$ cat src/rtl/fir_shared_mac_ch.sv
`timescale 1ns/1ps
// Single-multiplier FIR: one sample in, N MAC cycles, one rounded/saturated sample out.
// Define SYMMETRIC_FOLD_EN for the symmetric-coefficient variant with a pre-adder.
module fir_shared_mac_ch #(
   parameter int DATA_W    = 16,
   parameter int COEF_W    = 16,
   parameter int TAPS      = 19,
   parameter int OUT_SHIFT = 15
) (
   input  logic                      clk,
   input  logic                      reset,
   input  logic                      in_valid,
   output logic                      in_ready,
   input  logic signed [DATA_W-1:0]  in_data,
   output logic                      out_valid,
   input  logic                      out_ready,
   output logic signed [DATA_W-1:0]  out_data,
   output logic                      out_sat,
   input  logic                      coef_wr_en,
   input  logic [$clog2(TAPS)-1:0]   coef_wr_addr,
   input  logic signed [COEF_W-1:0]  coef_wr_data,
   output logic                      coef_wr_err,
   output logic [1:0]                o_dbg_state
);

   // Handshake: a transfer occurs on a rising edge where valid and ready are both high;
   // valid never depends on ready, and the data is held stable until that edge.

   localparam int ADDR_W = $clog2(TAPS);
`ifdef SYMMETRIC_FOLD_EN
   localparam int NCOEF  = (TAPS + 1) / 2;
   localparam int PRE_W  = DATA_W + 1;
`else
   localparam int NCOEF  = TAPS;
   localparam int PRE_W  = DATA_W;
`endif
   localparam int PROD_W = PRE_W + COEF_W;
   localparam int ACC_W  = PROD_W + $clog2(TAPS);
   localparam int SUM_W  = ACC_W + 1;

   localparam logic [ADDR_W-1:0]      LAST_IDX = ADDR_W'(NCOEF - 1);
   localparam logic signed [SUM_W-1:0] RND =
      (OUT_SHIFT > 0) ? (SUM_W'(1) <<< (OUT_SHIFT - 1)) : '0;
   localparam logic signed [SUM_W-1:0] MAX_V =
      SUM_W'((longint'(1) <<< (DATA_W - 1)) - longint'(1));
   localparam logic signed [SUM_W-1:0] MIN_V = -MAX_V - SUM_W'(1);

   typedef enum logic [1:0] {
      S_IDLE = 2'd0,
      S_MAC  = 2'd1,
      S_OUT  = 2'd2
   } state_t;

   state_t                   r_state;
   logic signed [DATA_W-1:0] r_x [TAPS];
   logic signed [COEF_W-1:0] r_c [NCOEF];
   logic [ADDR_W-1:0]        r_idx;
   logic signed [ACC_W-1:0]  r_acc;
   logic                     r_in_ready;
   logic                     r_out_valid;
   logic signed [DATA_W-1:0] r_out_data;
   logic                     r_out_sat;
   logic                     r_wr_err;

   logic signed [DATA_W-1:0] w_x_a;
   logic signed [COEF_W-1:0] w_c;
   logic signed [PRE_W-1:0]  w_pre;
   logic signed [PROD_W-1:0] w_prod;
   logic signed [ACC_W-1:0]  w_acc_next;
   logic signed [SUM_W-1:0]  w_sum;
   logic signed [SUM_W-1:0]  w_shr;
   logic                     w_sat_hi;
   logic                     w_sat_lo;
   logic signed [DATA_W-1:0] w_res;
   logic                     w_wr_ok;

   always_comb begin
      w_x_a = '0;
      w_c   = '0;
      for (int k = 0; k < TAPS; k++) begin
         if (r_idx == ADDR_W'(k)) w_x_a = r_x[k];
      end
      for (int k = 0; k < NCOEF; k++) begin
         if (r_idx == ADDR_W'(k)) w_c = r_c[k];
      end
   end

`ifdef SYMMETRIC_FOLD_EN
   localparam logic [ADDR_W-1:0] MID_IDX  = ADDR_W'((TAPS - 1) / 2);
   localparam bit                TAPS_ODD = (TAPS % 2) == 1;
   logic signed [DATA_W-1:0] w_x_b;

   always_comb begin
      w_x_b = '0;
      w_pre = '0;
      for (int k = 0; k < TAPS; k++) begin
         if (r_idx == ADDR_W'(TAPS - 1 - k)) w_x_b = r_x[k];
      end
      // The centre tap of an odd-length filter pairs with itself and is not doubled.
      if (TAPS_ODD && (r_idx == MID_IDX)) w_pre = PRE_W'(w_x_a);
      else                               w_pre = PRE_W'(w_x_a) + PRE_W'(w_x_b);
   end
`else
   assign w_pre = w_x_a;
`endif

   assign w_prod     = PROD_W'(w_pre) * PROD_W'(w_c);
   assign w_acc_next = r_acc + ACC_W'(w_prod);

   // Round half up, then clip; computed from the final accumulation in the last MAC cycle.
   assign w_sum    = SUM_W'(w_acc_next) + RND;
   assign w_shr    = w_sum >>> OUT_SHIFT;
   assign w_sat_hi = w_shr > MAX_V;
   assign w_sat_lo = w_shr < MIN_V;
   assign w_res    = w_sat_hi ? {1'b0, {(DATA_W-1){1'b1}}} :
                     w_sat_lo ? {1'b1, {(DATA_W-1){1'b0}}} :
                                w_shr[DATA_W-1:0];

   assign w_wr_ok = coef_wr_en && (r_state == S_IDLE) && (int'(coef_wr_addr) < NCOEF);

   always_ff @(posedge clk or posedge reset) begin
      if (reset) begin
         r_state     <= S_IDLE;
         r_idx       <= '0;
         r_acc       <= '0;
         r_in_ready  <= 1'b1;
         r_out_valid <= 1'b0;
         r_out_data  <= '0;
         r_out_sat   <= 1'b0;
         r_wr_err    <= 1'b0;
         for (int k = 0; k < TAPS; k++)  r_x[k] <= '0;
         for (int k = 0; k < NCOEF; k++) r_c[k] <= '0;
      end else begin
         r_wr_err <= coef_wr_en && !w_wr_ok;
         // A write on the accept edge lands before the first MAC cycle reads it.
         for (int k = 0; k < NCOEF; k++) begin
            if (w_wr_ok && (coef_wr_addr == ADDR_W'(k))) r_c[k] <= coef_wr_data;
         end
         case (r_state)
            S_IDLE: begin
               if (in_valid && r_in_ready) begin
                  for (int k = TAPS - 1; k > 0; k--) r_x[k] <= r_x[k-1];
                  r_x[0]     <= in_data;
                  r_acc      <= '0;
                  r_idx      <= '0;
                  r_in_ready <= 1'b0;
                  r_state    <= S_MAC;
               end
            end
            S_MAC: begin
               r_acc <= w_acc_next;
               r_idx <= r_idx + ADDR_W'(1);
               if (r_idx == LAST_IDX) begin
                  r_out_valid <= 1'b1;
                  r_out_data  <= w_res;
                  r_out_sat   <= w_sat_hi || w_sat_lo;
                  r_state     <= S_OUT;
               end
            end
            S_OUT: begin
               if (out_ready) begin
                  r_out_valid <= 1'b0;
                  r_in_ready  <= 1'b1;
                  r_state     <= S_IDLE;
               end
            end
            default: begin
               r_out_valid <= 1'b0;
               r_in_ready  <= 1'b1;
               r_state     <= S_IDLE;
            end
         endcase
      end
   end

   assign in_ready    = r_in_ready;
   assign out_valid   = r_out_valid;
   assign out_data    = r_out_data;
   assign out_sat     = r_out_sat;
   assign coef_wr_err = r_wr_err;
   assign o_dbg_state = r_state;

endmodule

$ cat config.mk
export PLATFORM = sky130hd
export DESIGN_NAME = fir_shared_mac_ch
export DESIGN_NICKNAME = d
export VERILOG_FILES = /design/src/rtl/fir_shared_mac_ch.sv
export SDC_FILE = /design/constraint.sdc
export NUM_CORES = 2
export LEC_CHECK = 0
export CAP_MARGIN = 40
export CORE_MARGIN = 5
export CORE_UTILIZATION = 55
export CTS_CLUSTER_DIAMETER = 50
export DETAILED_ROUTE_END_ITERATION = 6
export PLACE_DENSITY = 0.77
export RECOVER_POWER = 50
export SYNTH_ARGS = -nofsm -noshare
export SYNTH_HDL_FRONTEND = slang
export SYNTH_SLANG_ARGS = --single-unit
$ cat constraint.sdc
create_clock -name clk -period 24.4 [get_ports clk]
set_clock_uncertainty 0.1 [all_clocks]
set_input_delay 4.88 -clock clk [delete_from_list [all_inputs] [get_ports clk]]
set_output_delay 4.88 -clock clk [all_outputs]
set_load 0.01 [all_outputs]
# Word level (Yosys, flattened, before mapping)
# Cells that the tools add are included.
classes:
  n_addsub: 3
  n_mul: 1
  magnitude_cmp: 3
  n_eq_ne: 41
  n_mux: 54
  bitwise: 2
  n_reduce_logical: 35
op_table:
  columns: ["cell", "n"]
  rows:
  - ["2-to-1 mux 16 bit", 40]
  - ["== test 5 x 4 -> 1 bit, second input constant", 16]
  - ["one-hot mux 37 bit (2 select lines)", 1]
  - ["== test 5 x 3 -> 1 bit, second input constant", 8]
  - ["adder 37 x 16 -> 38 bit, second input constant", 1]
  - ["adder 37 x 32 -> 37 bit", 1]
  - ["2-to-1 mux 37 bit", 1]
  - ["multiplier 16 x 16 -> 32 bit", 1]
  - ["== test 5 bit, second input constant", 6]
  - ["greater-than comparator 23 x 16 -> 1 bit, second input constant", 1]
  - ["logical AND 1 bit", 23]
  - ["< comparator 23 x 16 -> 1 bit, second input constant", 1]
  - ["== test 5 x 2 -> 1 bit, second input constant", 4]
  - ["== test 5 x 1 -> 1 bit, second input constant", 2]
  - ["logical NOT 5 bit", 2]
  - ["one-hot mux 5 bit (2 select lines)", 1]
  - ["AND reduction 3 bit", 3]
  - ["2-to-1 mux 2 bit", 3]
  - ["one-hot mux 1 bit (3 select lines)", 2]
  - ["one-hot mux 2 bit (3 select lines)", 1]
  - ["AND reduction 2 bit", 3]
  - ["adder 5 x 1 -> 5 bit, second input constant", 1]
  - ["< comparator 5 bit, second input constant", 1]
  - ["2-to-1 mux 5 bit", 1]
  - ["10 further kinds", 15]
word_totals:
  register_bits: 672
  out_inout_bits: 22
  elab_cells: 185

# Longest topological paths before layout
logic_depth:
  word_depth: 26
  mapped_depth: 47

# Least setup slack after synthesis
# OpenSTA, ideal clock, no wires.
synth_timing:
  kind: "reg2reg"
  from: "reg r_idx[1]"
  to: "reg r_out_sat, in the netlist out_sat"
  setup_time_ps: 124
  arrival_time_ps: 10206
  required_ps: 24176
  path_slack_ps: 13970
  stages_incl_launch_ff: 46
  path_buffers: 7
  synth_period_minus_slack_ps: 10430
  cell_sequence: "dfrtp_1 inv_1 ha_1 clkbuf_1 clkbuf_1 nor4b_4 buf_2 a32oi_1 a211oi_1 a221oi_1 a211oi_1 a211oi_1 o21ai_0 o211ai_1 nand3_1 o2111ai_1 a31oi_1 clkbuf_1 [10 not listed] inv_1 fa_1 ha_1 buf_2 and4_1 o21ai_0 a311oi_2 o41ai_2 a311oi_1 or3_1 or2_1 buf_6 mux2_4 o31a_1 o31a_1 o21ai_4 buf_6 nand3_2"
synth_via:
  elab_chain_cells: 25
  word_cells_on_any_way: 64
  cone_classes: "2 x add/sub; 1 x mul; 2 x order compare; 18 x eq/ne; 38 x mux; 3 x reduce/logical"
synth_rtl:
  columns: ["element", "line_no", "source"]
  rows:
  - ["start, declared", "57", "logic [ADDR_W-1:0] r_idx;"]
  - ["start signal, assigned", "152", "r_idx <= r_idx + ADDR_W'(1);"]
  - ["logical NOT 5 bit", "81, 84", null]
  - ["2-to-1 mux 16 bit, on equally long branches (19 in series)", "81, 84", null]
  - ["multiplier 16 x 16 -> 32 bit", "107", "assign w_prod = PROD_W'(w_pre) * PROD_W'(w_c);"]
  - ["adder 37 x 32 -> 37 bit", "108", "assign w_acc_next = r_acc + ACC_W'(w_prod);"]
  - ["adder 37 x 16 -> 38 bit", "111", "assign w_sum = SUM_W'(w_acc_next) + RND;"]
  - ["greater-than comparator 23 x 16 -> 1 bit / < comparator 23 x 16 -> 1 bit (equally long branches)", "113, 114", null]
  - ["logical OR 1 bit", "156", "r_out_sat <= w_sat_hi || w_sat_lo;"]
  - ["end signal, assigned", "156", null]
  - ["end, declared", "62", "logic r_out_sat;"]
# Parallel ways exist; a longest one is shown, timed or not.
# A chain may end at the register's enable or synchronous reset.

# Worst setup path after layout
layout_timing:
  from: "in in_valid"
  to: "reg r_x[95] (netlist name)"
layout_via:
  elab_chain_cells: 2
layout_rtl:
  columns: ["element", "line_no", "source"]
  rows:
  - ["start, declared", "12", "input logic in_valid,"]
  - ["logical AND 1 bit", "141", "if (in_valid && r_in_ready) begin"]
  - ["AND reduction 2 bit (no source line)", null, null]
  - ["end, declared", "55", "logic signed [DATA_W-1:0] r_x [TAPS];"]
# Every way passes these cells.

==> flow_metrics.tcl <==
set metrics [dict create \
    critPathTopFamily "buffers and inverters" \
    area_growth_syn_to_layout_pct 10.6 \
    core_um2 78700 \
    initialDrtViolationCount 3333 \
    drc 0 \
    startpoint "in_valid" \
    post_cts_buffers 0 \
    port_buffers 63 \
    synth_area_um2 43500 \
    hp-class "flop to flop" \
    pin_count 64 \
    cp_common_cell "nand2_1" \
    routed-via-count 34400 \
    cts_hold_buf 0 \
    cts.sinks 672 \
    worst_path_max_delay_cell "clkbuf_1" \
    timing.critical_path.buf_inv 4 \
    fin_crit_sh_pct 56.9 \
    clock_path_buffers 3 \
    grtUsageTotal_pct 28.8 \
    synthArstFlopShare_pct 100 \
    synth_cells 4596 \
    dieArea_um2 84900 \
    worstPathArrival_ps 14390 \
    ant_nets 0 \
    wl_per_cell_um 21.5 \
    rsz0062_at_grt "false" \
    max_freq_ghz 0.0720 \
    final_common_cell "nand2_1" \
    nets 5019 \
    drive_gt1_share_pct 12.7 \
    grt_pass1_vias 35100 \
    grt_start_max_net_pins 193 \
    cp_slowest_stage_delay_ps 6040 \
    grt_pass1_wl_um 196000 \
    synth_area_per_cell_um2 9.47 \
    overflow 0 \
    diodes 0 \
    timing.rr.start "r_idx[0]" \
    rrSetupSlack_ps 11770 \
    reg2regPathDepth 38 \
    fp.dieW_um 291 \
    cts-resized-gates 0 \
    clk_latency_ps 680 \
    synth_edf_count 0 \
    maxCapViolCount 11 \
    ys_warn_count 0 \
    most-common-layout-cells "1217 x nand2_1, 671 x dfrtp_1, 365 x inv_1" \
    max-slew-margin-rel_pct -477 \
    period_minus_slack_ps 13890 \
    setup_tns_ps 0 \
    timing.rr.end "out_data[11]" \
    h-tree-depth 3 \
    clk_pin_slew_ps 60 \
    synth-seq-area-share_pct 38.6 \
    initial_core_util_pct 55.3 \
    synthTopCellsByArea "dfrtp_1 39%, fa_1 15%, nand2_1 10%" \
    yosys_register_bits 672 \
    slew_violations 703 \
    yosys.cell_types.count 95 \
    firstDrtPassIters 6 \
    rows 103 \
    start_kind "input pin" \
    violations "capacitance limit, slew limit" \
    worstSetupPathDepth 7 \
    cts-root-buf "clkbuf_16" \
    crit_required_ps 24900 \
    worst-path-max-fanout 185 \
    place.gp.congestion 0.912 \
    setup_viol 0 \
    outcome "finished with violations" \
    hpwl_um 83200 \
    antenna_found_initial 1 \
    fillCellCount 6323 \
    synthFlopType "dfrtp_1" \
    syn_nets 5071 \
    cts_tree "done" \
    hold_viol_final 0 \
    synth_top_area_share_pct 38.6 \
    fp.dieH_um 291 \
    yosys.area.top_type "dfrtp_1" \
    worstSetupEndpointType "flop" \
    worstMarginPinSlew_ps 8650 \
    numCtsBuffers 82 \
    vias_per_cell 6.08 \
    wl_um 122000 \
    worstSetupPathType "input pin to flop" \
    cp-endpoint "r_x[95]" \
    crit_chain "dlygate4sd3_1 -> and3_1 -> clkbuf_1 -> buf_4 -> buf_16 -> nand2_1 -> nand2_1" \
]
## layout make-up
type,instances,area (um2),area share (%)
inverter,366,1380,2.86
multi-input combinational,3258,24300,50.5
tap,1050,1310,2.73
clock buffer,115,2350,4.87
clock inverter,39,519,1.08
timing repair buffer,164,1480,3.08
sequential,672,16800,34.9
## registers in the layout, indices dropped and copies added (netlist names), 2 cells and up
signal,count
r_c,304
r_idx,5
o_dbg_state,2
r_x,304
out_data,16
r_acc,37
## cells in the mapped netlist (8+ instances only)
cell         n
and2_1      58
buf_1       31
nand2_1   1217
o21ai_0    133
nand2b_1    21
a22oi_1     25
nor3_1      29
o221ai_1    11
xnor2_1     31
nor2_1     227
o22ai_1     35
and3_1      18
a21oi_1    122
o21ai_1     10
a221oi_1    47
nand3_1     51
nor2b_1     33
or3_1       16
and4_1       9
a211oi_1    83
nor4_1       8
dfrtp_1    671
ha_1       114
o211ai_1    46
nand4_1     12
fa_1       319
buf_2       32
a32oi_1     28
a22o_1      11
nand3b_1     8
a221o_1     19
o21ai_2     10
a31oi_1     32
mux2_2     303
inv_1      366
xor2_1      16
clkbuf_1   231
a21o_1      15
## tightest hold or removal path: cells and delay by family, from the launching register on
family	cells	cell delay, ps
flops	1	350
simple gates	2	100
## per-layer routing
metal,part of all wire [%],GRT usage (%),vias to the layer above
li1,-,-,15200
met1,40,38.9,17300
met2,47,46.1,1562
met3,8.5,5.51,353
met4,4.7,11.9,0
met5,0,0,-
## how the worst min path moves through the flow
stage | end | slack (ps) | from | cells past startpoint
after floorplan | r_x[2] | 350 | r_x[2] | 2
after global placement | r_x[15] | 360 | r_x[15] | 2
after detailed placement | r_x[7] | 360 | r_x[7] | 2
after CTS | r_x[166] | 370 | r_x[182] | 2
after global routing | r_x[166] | 390 | r_x[182] | 2
final | r_x[0] | 380 | r_x[0] | 2
## through the flow
step	hold slack [ps]	setup WS (ps)	std cells	util (%)	instance area [um2]
after global placement	358	12160	5491	57.3	45100
after CTS	375	12050	5664	61.3	48300
after floorplan	345	585	4596	-	43500
after global routing	389	9240	5664	61.1	48100
final	381	10510	5664	61.1	48100
after detailed placement	362	12140	5510	57.7	45400
## cells by family (layout without fill, tap and decap cells)
kind of cell / after synthesis / after routing / share of synthesized area (%)
AO/OA/AOI/OAI: 718 / 718 / 11.5
XOR/XNOR: 47 / 47 / 0.946
adder cells (fa/ha/maj): 433 / 433 / 17.9
buffers and inverters: 666 / 684 / 5.90
flip-flops: 672 / 672 / 38.6
multiplexers: 310 / 310 / 8.01
AND/OR/NAND/NOR: 1750 / 1750 / 17.0
Power is not shown: default switching activity piles up to over one toggle a cycle in this logic, so the estimate is an artifact.
